`src/rtl/box_h_window_gen_fp16.sv`:
```
// Horizontal sliding-window generator: one zero-padded, column-centred 1xWINDOW_WIDTH
// window per input pixel, with an R-cycle zero flush at each row end for the right border.
//
// state   | meaning
// S_IDLE  | waiting for a col 0 pixel; other accepted pixels are dropped
// S_RUN   | shifting in pixels of the current row
// S_FLUSH | R zero shifts emit the right-border windows; upstream is stalled
module box_h_window_gen_fp16 #(
    parameter int EXP_WIDTH    = 5,
    parameter int FRAC_WIDTH   = 10,
    parameter int WINDOW_WIDTH = 7,
    parameter int IMAGE_WIDTH  = 640,
    parameter int FP_WIDTH_REG = 1 + FRAC_WIDTH + EXP_WIDTH
) (
    input  logic                    clk_i,
    input  logic                    rst_i,
    input  logic [FP_WIDTH_REG-1:0] data_i,
    input  logic [15:0]             col_i,
    input  logic [15:0]             row_i,
    input  logic                    valid_i,
    output logic                    ready_o,
    output logic [FP_WIDTH_REG-1:0] window_o [0:0][0:WINDOW_WIDTH-1],
    output logic [15:0]             col_o,
    output logic [15:0]             row_o,
    output logic                    valid_o
);

    localparam int          R          = (WINDOW_WIDTH - 1) / 2;
    localparam logic [15:0] LAST_COL   = 16'(IMAGE_WIDTH - 1);
    localparam logic [15:0] LAST_FLUSH = 16'(R - 1);

    typedef enum logic [1:0] {S_IDLE, S_RUN, S_FLUSH} state_t;

    state_t                  state;
    state_t                  state_nxt;
    logic [FP_WIDTH_REG-1:0] sr      [WINDOW_WIDTH];
    logic [FP_WIDTH_REG-1:0] sr_nxt  [WINDOW_WIDTH];
    logic [FP_WIDTH_REG-1:0] win_nxt [WINDOW_WIDTH];
    logic [15:0]             cnt;
    logic [15:0]             cnt_nxt;
    logic [15:0]             fcnt;
    logic [15:0]             fcnt_nxt;
    logic [15:0]             row_q;
    logic [15:0]             row_nxt;
    logic                    accept;
    logic                    shift_en;
    logic                    emit;
    int                      shift_idx;
    int                      centre;

    always_ff @(posedge clk_i) begin
        if (rst_i) begin
            state <= S_IDLE;
        end else begin
            state <= state_nxt;
        end
    end

    always_comb begin
        ready_o   = (state != S_FLUSH);
        accept    = valid_i && ready_o;
        state_nxt = state;
        cnt_nxt   = cnt;
        fcnt_nxt  = fcnt;
        row_nxt   = row_q;
        shift_en  = 1'b0;
        shift_idx = 0;

        // Shifted image of sr; only committed when shift_en is set.
        for (int k = 0; k < WINDOW_WIDTH - 1; k++) begin
            sr_nxt[k] = sr[k+1];
        end
        sr_nxt[WINDOW_WIDTH-1] = (state == S_FLUSH) ? '0 : data_i;

        case (state)
            S_IDLE, S_RUN: begin
                if (accept) begin
                    if (col_i == 16'd0) begin
                        shift_en = 1'b1;
                        cnt_nxt  = 16'd0;
                        row_nxt  = row_i;
                    end else if (state == S_RUN) begin
                        shift_en = 1'b1;
                        cnt_nxt  = cnt + 16'd1;
                    end
                    if (shift_en) begin
                        shift_idx = int'(cnt_nxt);
                        if (cnt_nxt == LAST_COL) begin
                            state_nxt = S_FLUSH;
                            fcnt_nxt  = 16'd0;
                        end else begin
                            state_nxt = S_RUN;
                        end
                    end
                end
            end
            S_FLUSH: begin
                shift_en  = 1'b1;
                shift_idx = IMAGE_WIDTH + int'(fcnt);
                fcnt_nxt  = fcnt + 16'd1;
                if (fcnt == LAST_FLUSH) begin
                    state_nxt = S_IDLE;
                end
            end
            default: state_nxt = S_IDLE;
        endcase

        emit   = shift_en && (shift_idx >= R);
        centre = shift_idx - R;
        // Taps outside the row are zeroed; this also hides stale previous-row data.
        for (int k = 0; k < WINDOW_WIDTH; k++) begin
            if ((centre - R + k < 0) || (centre - R + k >= IMAGE_WIDTH)) begin
                win_nxt[k] = '0;
            end else begin
                win_nxt[k] = sr_nxt[k];
            end
        end
    end

    always_ff @(posedge clk_i) begin
        if (rst_i) begin
            cnt     <= 16'd0;
            fcnt    <= 16'd0;
            row_q   <= 16'd0;
            valid_o <= 1'b0;
            col_o   <= 16'd0;
            row_o   <= 16'd0;
            for (int k = 0; k < WINDOW_WIDTH; k++) begin
                sr[k]          <= '0;
                window_o[0][k] <= '0;
            end
        end else begin
            cnt     <= cnt_nxt;
            fcnt    <= fcnt_nxt;
            row_q   <= row_nxt;
            valid_o <= emit;
            if (shift_en) begin
                for (int k = 0; k < WINDOW_WIDTH; k++) begin
                    sr[k] <= sr_nxt[k];
                end
            end
            if (emit) begin
                col_o <= 16'(centre);
                row_o <= row_nxt;
                for (int k = 0; k < WINDOW_WIDTH; k++) begin
                    window_o[0][k] <= win_nxt[k];
                end
            end
        end
    end

endmodule
```
`config.mk`:
```
export PLATFORM = sky130hd
export DESIGN_NAME = box_h_window_gen_fp16
export DESIGN_NICKNAME = d
export VERILOG_FILES = /design/src/rtl/box_h_window_gen_fp16.sv
export SDC_FILE = /design/constraint.sdc
export NUM_CORES = 1
export LEC_CHECK = 0
export CAP_MARGIN = 30
export CORE_MARGIN = 8
export CORE_UTILIZATION = 25
export CTS_CLUSTER_DIAMETER = 50
export DETAILED_ROUTE_END_ITERATION = 8
export GPL_ROUTABILITY_DRIVEN = 0
export MAX_ROUTING_LAYER = met4
export PLACE_DENSITY = 0.44
export SLEW_MARGIN = 20
export SYNTH_ARGS = -nofsm -noshare
export SYNTH_HDL_FRONTEND = slang
export SYNTH_SLANG_ARGS = --single-unit
```
`constraint.sdc`:
```
create_clock -name clk_i -period 13.45 [get_ports clk_i]
set_clock_uncertainty 0.05 [all_clocks]
set_input_delay 2.0175 -clock clk_i [delete_from_list [all_inputs] [get_ports clk_i]]
set_output_delay 2.0175 -clock clk_i [all_outputs]
set_load 0.03 [all_outputs]
```
# --- Yosys cells after proc, flatten, opt, wreduce, memory -nomap -nowiden ---
# Memory sizes are Yosys's and may differ from the RTL's.
# Cells that the tools add are included.
word_totals:
  elab_cells: 118
  out_inout_bits: 146
  inputBits: 51
  mem_bits_rw: 112
  reg_bits: 195
  n_memories: 1
op_classes:
  n_lt_le_gt_ge: 15
  reduce_logical: 16
  mux: 45
  add_sub_neg: 11
  bitwise_logic: 7
  eq_ne: 9
memory_table:
  columns: ["name", "depth", "width", "rd", "rd_ports_with_merged_regs", "wr", "line", "text"]
  rows:
  - ["sr", 7, 16, 6, 0, 7, "36", "logic [FP_WIDTH_REG-1:0] sr [WINDOW_WIDTH];"]
ops:
  columns: ["operator", "count"]
  rows:
  - ["$mux 16", 27]
  - ["$ge 32x11->1 const B", 7]
  - ["$lt 32x1->1 const B", 7]
  - ["$add 32x4->32 const B", 3]
  - ["$add 32x3->32 const B", 2]
  - ["$sub 32x3->32 const B", 2]
  - ["$pmux 17 s2", 1]
  - ["$add 16x1->16 const B", 2]
  - ["$add 32x2->32 const B", 1]
  - ["$ge 32x3->1 const B", 1]
  - ["$pmux 16 s2", 1]
  - ["$add 10x16->17 const A", 1]
  - ["$eq 16x10->1 const B", 1]
  - ["$eq 16x2->1 const B", 1]
  - ["$logic_not 16->1", 1]
  - ["$mux 1", 10]
  - ["$mux 2", 4]
  - ["$logic_or 1x1->1", 7]
  - ["$or 1x1->1", 7]
  - ["$ne 2x2->1 const B", 3]
  - ["$ne 2x1->1 const B", 2]
  - ["$pmux 2 s2", 1]
  - ["$reduce_and 4->1", 1]
  - ["$reduce_and 3->1", 1]
  - ["8 further kinds", 9]

# --- Longest topological paths before layout ---
# Gate-level depths: netlist (run 1).
logic_depth:
  ltp_word: 14
  ltp_mapped: 27
  depth_no_buf: 22

# --- Worst setup path before layout (run 1) ---
# No wires, ideal clock.
synth_timing:
  path_type: "in2reg"
  from: "input col_i[1]"
  to: "register window_o[69] (netlist name)"
  path_stages: 23
  required_ps: 13340
  t_arrival_ps: 7722
  path_buffers: 5
  setup_slack_ps: 5618
  setup_ps: 60
  path_cell_list: "nor4_1 and4_1 nor2_1 buf_4 a22oi_1 inv_1 ha_1 buf_1 nand2b_1 a211o_1 o22a_1 a311oi_1 and2_1 buf_2 nand4_1 a2111oi_4 xnor2_1 or4_1 buf_2 o32a_1 nor4_4 buf_6 a22o_1"
synth_between:
  elab_chain_cells: 13
  word_cells_on_any_way: 21
  cone_classes: "3 x add/sub; 3 x order compare; 12 x mux; 3 x reduce/logical"
synth_lines:
  columns: ["element", "line", "text"]
  rows:
  - ["start: declaration", "18", "input logic [15:0] col_i,"]
  - ["$logic_not 16->1 (*)", "78", "if (col_i == 16'd0) begin"]
  - ["$mux 16 / $mux 1 (equally long branches)", "78", null]
  - ["$mux 16 / $mux 1 (equally long branches)", "77", "if (accept) begin"]
  - ["$mux 16 / $mux 1 (equally long branches)", "75", "case (state)"]
  - ["$mux 16", "86", "if (shift_en) begin"]
  - ["$mux 16", "77", null]
  - ["$pmux 17 s2", "75", null]
  - ["$sub 32x3->32", "109", "centre = shift_idx - R;"]
  - ["$sub 32x3->32", "112", "if ((centre - R + k < 0) || (centre - R + k >= IMAGE_WIDTH)) begin"]
  - ["$add 32x3->32", "112", null]
  - ["$lt 32x1->1 / $ge 32x11->1 (equally long branches)", "112", null]
  - ["$logic_or 1x1->1", "112", null]
  - ["$mux 16", "112", null]
  - ["end signal: indexed assignment", "146", "window_o[0][k] <= win_nxt[k];"]
  - ["end: declaration", "22", "output logic [FP_WIDTH_REG-1:0] window_o [0:0][0:WINDOW_WIDTH-1],"]
# Mark *: on every way between the ends. The rest lies on a longest branch, timed or not. The select of a mux whose other input is x is not followed.
# A chain may end at the register's enable or synchronous reset.

# --- Final worst setup path (run 1) ---
layout_timing:
  from: "input col_i[1]"
  to: "register window_o[31] (netlist name)"
layout_between:
  elab_chain_cells: 13
  word_cells_on_any_way: 21
  cone_classes: "3 x add/sub; 3 x order compare; 12 x mux; 3 x reduce/logical"
layout_lines:
  columns: ["element", "line"]
  rows:
  - ["$logic_not 16->1 (*)", "78"]
  - ["$mux 16 / $mux 1 (equally long branches)", "78"]
  - ["$mux 16 / $mux 1 (equally long branches)", "77"]
  - ["$mux 16 / $mux 1 (equally long branches)", "75"]
  - ["$mux 16", "86"]
  - ["$mux 16", "77"]
  - ["$pmux 17 s2", "75"]
  - ["$sub 32x3->32", "109"]
  - ["$sub 32x3->32", "112"]
  - ["$add 32x4->32", "112"]
  - ["$lt 32x1->1 / $ge 32x11->1 (equally long branches)", "112"]
  - ["$logic_or 1x1->1", "112"]
  - ["$mux 16", "112"]
# Marks and branches as above.

==> reports/metrics.yaml, run 1 <==
synth_common_cells: "dfxtp_1 (195), nor2_1 (158), and2_1 (108)"
drt_iter0_drc: 857
fp-row-count: 87
status: "completed"
dp_hpwl_microns: 33200
synth_nets: 1490
crit_path_max_fanout: 16
rr_worst_depth: 20
start_kind: "primary input"
die-area_sq_mm: 0.0639
hold_viol: 0
fin_tns_setup_ns: 0
hold_buffers: 0
placement.io_buffers: 196
hold_path_class: "reg -> reg"
diodes: 0
die_w_microns: 253
finalCritPeriodShare_pct: 70.5
drc: 0
wl_microns: 46300
p_per_area_mw_per_mm2: 114
synth-edff-count: 96
tightest_slew_ns: 0.911
clockBufferDepth: 3
timing.slew.headroom_pct: 39.0
finalMaxSlewViolations: 0
coreArea_sq_mm: 0.0560
start_util_pct: 25.1
cts_resized: 0
async_flop_share_pct: 0
cts-root-buf: "clkbuf_16"
min_period_ns: 9.49
synth-seq-cells: 291
grt_pass1_wl_microns: 70700
synth_area_sq_mm: 0.0140
die-height_microns: 253
post-place-ws_ns: 3.46
seq_area_frac_synth_pct: 48.4
setup_viol: 0
track_usage_pct: 14.4
nNetsFinal: 1654
irDropWorstVdd_mv: 0.0987
synth_cells: 1427
cts-buffers-inserted: 40
whs_ns: 0.408
worstHoldStart: "sr[0][92]$_SDFFCE_PN0P_"
timing.rr.end: "window_o[31]$_SDFFE_PP0P_"
clkTransAtPathRegs_ns: 0.06
clock-sinks: 291
grt_max_degree: 82
yosysWarnings: 0
cp_data_required_time_ns: 13.87
area_growth_pct: 29.6
wl_per_cell_microns: 19.5
synth_area_leaders: "dfxtp_1 (28%), edfxtp_1 (21%), a22o_1 (6.1%)"
drive_gt1_share_pct: 8.69
arrival_ns: 9.91
antenna_found_initial: 0
whs_path_depth: 1
synth.distinct_cells: 94
r2r-start: "state[1]$_SDFFE_PP0P_"
fmax_mhz: 105
clock_latency_ns: 0.55
gr-total-overflow: 0
min_to: "window_o[44]$_SDFFE_PP0P_"
synth_top_area_cell: "dfxtp_1"
cts_tree: "built"
vias_per_cell: 4.87
netlist.area_leader.share_pct: 27.8
synth.most_common_cell: "dfxtp_1"
fillers: 5799
postLayoutCoreUtil_pct: 32.5
post_cts.repair.setup_buffers: 0
p_leak_nw: 6.45
ys.flop_type: "dfxtp_1"
maxCapViolations: 0
num_io_pins: 197
firstDrtPassIters: 8
critPathCaptureType: "flop"
syn_avg_cell_area_sq_um: 9.83
drtAntennaViolNets: 0
rsz0062_at_grt: "false"
vias: 11578
path_class: "in -> reg"
reg2reg_setup_slack_ns: 6.29
htree_levels: 2
grt_pass1_vias: 11497
setup_slack_ns: 3.96
==> per-layer routing <==
layer / global-route usage, % / wire length (microns) / vias to the layer above
met4: 3.88 / 907 / 0
met5: - / 0 / -
met3: 3.95 / 3280 / 64
met2: 21.4 / 20400 / 365
met1: 19.0 / 21700 / 5531
li1: - / - / 5618
==> worst max path at each step <==
stage             start                   endpoint  slack (ns)  depth (start not counted)
6_report       col_i[1]  window_o[31]$_SDFFE_PP0P_        3.96                         22
5_1_grt        col_i[1]  window_o[26]$_SDFFE_PP0P_        3.31                         22
4_1_cts        col_i[1]  window_o[31]$_SDFFE_PP0P_        4.00                         21
3_5_place_dp   col_i[1]  window_o[31]$_SDFFE_PP0P_        3.46                         21
3_3_place_gp   col_i[1]  window_o[72]$_SDFFE_PP0P_        3.52                         20
2_1_floorplan  col_i[1]  window_o[69]$_SDFFE_PP0P_        5.62                         23
==> sequential cells by signal (all words and copies together) (netlist names) <==
signal and count:
fcnt 16, col_o 16, row_o 16, cnt 16
sr 96, state 2, window_o 112, valid_o 1
row_q 16
==> per-stage QoR <==
stage | area [sq um] | power [W] | instances
2_1_floorplan | 14000 | 0.000959 | 1427
3_3_place_gp | 16600 | 0.000984 | 2297
3_5_place_dp | 16700 | 0.000987 | 2301
4_1_cts | 18100 | 0.00210 | 2375
5_1_grt | 18200 | 0.00214 | 2379
6_report | 18200 | 0.00207 | 2379
==> cell families (layout without fill, tap and decap cells) <==
logic type	after synthesis	count (layout)	synth area share (%)
multiplexers	25	25	1.79
AO/OA/AOI/OAI	368	368	19.9
AND/OR/NAND/NOR	555	555	21.2
adder cells (fa/ha/maj)	12	12	1.07
buffers and inverters	113	309	3.44
flip-flops	291	291	48.4
XOR/XNOR	63	63	4.20
==> power breakdown <==
part / switching [W] / total, W / internal, W
logic: 0.0000240 / 0.0000415 / 0.0000174
registers: 0.00000593 / 0.000925 / 0.000919
clock network: 0.000397 / 0.00110 / 0.000703
total: 0.000427 / 0.00207 / 0.00164
==> critical path: stages <==
cell and delay (ns):
clkdlybuf4s50_1 0.41, nor4_1 0.58, and4_1 0.66, nor2_1 0.12, buf_4 0.22, a22oi_1 0.50
inv_1 0.20, ha_1 0.35, nand2b_1 0.27, a211o_1 0.30, o22a_1 0.18, a311oi_1 0.36
and2_1 0.32, nand3_1 0.14, xor2_1 0.65, and2_1 0.42, nand2_1 0.15, or4_1 0.62
nor3_1 0.24, nand2_1 0.11, a311oi_4 0.84, a22o_1 0.24
==> cells in the final DEF, fill, tap and decap left out, types with 5 or more instances in the layout <==
cell             count
dfxtp_1            195
clkdlybuf4s50_1    195
nor2_1             155
and2_1             107
a22o_1              97
edfxtp_1            96
nand2_1             78
a21oi_1             59
nand3_1             41
clkbuf_16           41
o21ai_0             36
xnor2_1             34
nor3_1              33
a22oi_1             29
a211oi_1            27
xor2_1              24
mux2i_1             24
nor4_1              20
nand4_1             19
inv_1               16
nand2b_1            15
buf_4               15
or3_1               14
o211ai_1            14
and3_1              13
ha_1                12
o21a_1              11
and4_1               9
a31oi_1              9
clkbuf_8             8
or2_2                7
o31ai_1              6
or2_1                6
o21ai_1              6
clkbuf_1             6
nand3b_1             5
o2111ai_1            5
inv_6                5
clkinv_2             5
bufinv_16            5
==> final cells by class <==
cell class	instances	area [sq um]	share of cell area, %
Multi-Input combinational cell	1023	6790	37.4
Sequential cell	291	6790	37.3
Timing Repair Buffer	218	2180	12.0
Clock buffer	55	1160	6.37
Tap cell	756	946	5.20
Clock inverter	19	249	1.37
Inverter	17	63.8	0.351
Power figures use the tool's default switching activity.
==> run 2: changes to the inputs <==
- clock period: 13.45 -> 9.5 ns (I/O delays scaled with it)
==> reports/metrics.yaml, run 2 (synthesis results as in run 1) <==
status: "completed"
multi_input_area_sq_mm: 0.00679
setup_viol: 0
drc: 0
area_growth_pct: 28.2
post_cts.repair.setup_buffers: 0
drtAntennaViolNets: 0
start_util_pct: 25.1
drt_iter0_drc: 956
arrival_ns: 8.61
crit_path_max_fanout: 16
reg2reg_setup_slack_ns: 2.80
vias: 11483
r2r-start: "state[1]$_SDFFE_PP0P_"
fp-row-count: 87
switchingPower_w: 0.000593
min_to: "col_o[12]$_SDFFE_PP0P_"
nNetsFinal: 1656
hold_buffers: 0
placement.io_buffers: 196
maxCapViolations: 0
cts_tree: "built"
vias_per_cell: 4.83
clockBufferDepth: 3
rr_worst_depth: 19
rsz0062_at_grt: "false"
seq_power_share_pct: 47.7
cts-root-buf: "clkbuf_16"
fin_tns_setup_ns: 0
diodes: 0
internal-power_w: 0.00215
clkTransAtPathRegs_ns: 0.05
num_io_pins: 197
top_regs: "window_o x112, sr x96"
die-height_microns: 253
grt_max_degree: 82
whs_path_depth: 2
wl_microns: 45400
cts-buffers-inserted: 39
cp_data_required_time_ns: 9.93
die_w_microns: 253
antenna_found_initial: 0
irDropWorstVdd_mv: 0.135
hold_path_class: "reg -> reg"
grt_pass1_vias: 11576
critPathCaptureType: "flop"
p_per_area_mw_per_mm2: 153
start_kind: "primary input"
coreArea_sq_mm: 0.0560
track_usage_pct: 14.2
wl_per_cell_microns: 19.1
swShare_pct: 21.6
htree_levels: 2
cts_resized: 0
clkPwrFrac_pct: 50.2
gr-total-overflow: 0
die-area_sq_mm: 0.0639
finalMaxSlewViolations: 0
hold_viol: 0
timing.slew.headroom_pct: 39.5
firstDrtPassIters: 5
min_period_ns: 8.18
largest_register_ff_count: 112
power_frac_comb_pct: 2.1
dp_hpwl_microns: 32800
totalPowerFinal_w: 0.00274
fmax_mhz: 122
tightest_slew_ns: 0.907
max_flop_register: "window_o"
grt_pass1_wl_microns: 70200
drive_gt1_share_pct: 8.13
p_leak_nw: 6.35
worstHoldStart: "col_o[12]$_SDFFE_PP0P_"
clock-sinks: 291
seq_area_sq_mm: 0.00679
clock_latency_ns: 0.54
layout_common_cells: "dfxtp_1 (195), clkdlybuf4s50_1 (195), nor2_1 (156), and2_1 (107), a22o_1 (97)"
path_class: "in -> reg"
finalCritPeriodShare_pct: 86.1
timing.rr.end: "window_o[60]$_SDFFE_PP0P_"
fillers: 5817
[run 2: worst max-delay path by stage]
stage | startpoint | end | slack (ns) | depth (start not counted)
CTS | col_i[1] | window_o[51]$_SDFFE_PP0P_ | 1.17 | 22
floorplan | col_i[1] | window_o[69]$_SDFFE_PP0P_ | 2.26 | 23
global route | col_i[1] | window_o[56]$_SDFFE_PP0P_ | 0.81 | 22
global placement | col_i[1] | window_o[59]$_SDFFE_PP0P_ | 0.86 | 22
finish | col_i[1] | window_o[60]$_SDFFE_PP0P_ | 1.32 | 22
detailed placement | col_i[1] | window_o[56]$_SDFFE_PP0P_ | 0.64 | 22
[run 2: per-stage QoR]
step / std cells / worst slack, ns / hold slack (ns) / instance area [sq um] / utilization, %
6_report: 2379 / 1.32 / 0.403 / 18000 / 32.1
5_1_grt: 2379 / 0.809 / 0.414 / 18000 / 32.1
3_3_place_gp: 2305 / 0.863 / 0.395 / 16700 / 29.9
3_5_place_dp: 2306 / 0.640 / 0.402 / 16700 / 29.9
4_1_cts: 2377 / 1.17 / 0.409 / 18000 / 32.1
2_1_floorplan: 1427 / 2.26 / 0.402 / 14000 / -
[run 2: layout make-up]
class | count | share of cell area [%]
clock inverter | 16 | 0.786
tap | 756 | 5.26
inverter | 17 | 0.355
clock buffer | 55 | 5.99
multi-input combinational | 1023 | 37.7
timing repair buffer | 221 | 12.1
sequential | 291 | 37.7
[run 2: worst max-delay path: stages]
cell             delay [ns]
clkdlybuf4s50_1        0.41
nor4_1                 0.51
and4_1                 0.28
buf_4                  0.20
nor2_1                 0.11
a22oi_1                0.47
inv_1                  0.19
ha_1                   0.34
nand2b_1               0.28
a211o_1                0.31
o22a_1                 0.17
a311oi_1               0.39
and2_1                 0.34
nand3_1                0.13
xor2_1                 0.64
nand2_1                0.19
or3_1                  0.44
nor3_1                 0.29
xor2_1                 0.12
a2111oi_0              0.43
o2111a_1               0.67
a22o_1                 0.23
[run 2: power groups by stage]
stage	sequential, W	combinational, W	clock [W]
CTS	0.00131	0.0000582	0.00143
global placement	0.00134	0.0000567	0
floorplan	0.00133	0.0000231	0
global route	0.00131	0.0000621	0.00148
finish	0.00131	0.0000564	0.00138
detailed placement	0.00134	0.0000580	0
[run 2: metal layers]
layer / global-route usage [%] / vias up / part of all wire (%)
met5: - / - / 0
met4: 4.52 / 0 / 2.6
met3: 4.26 / 77 / 7.6
met2: 21.1 / 358 / 43
met1: 18.5 / 5439 / 46
li1: - / 5609 / -
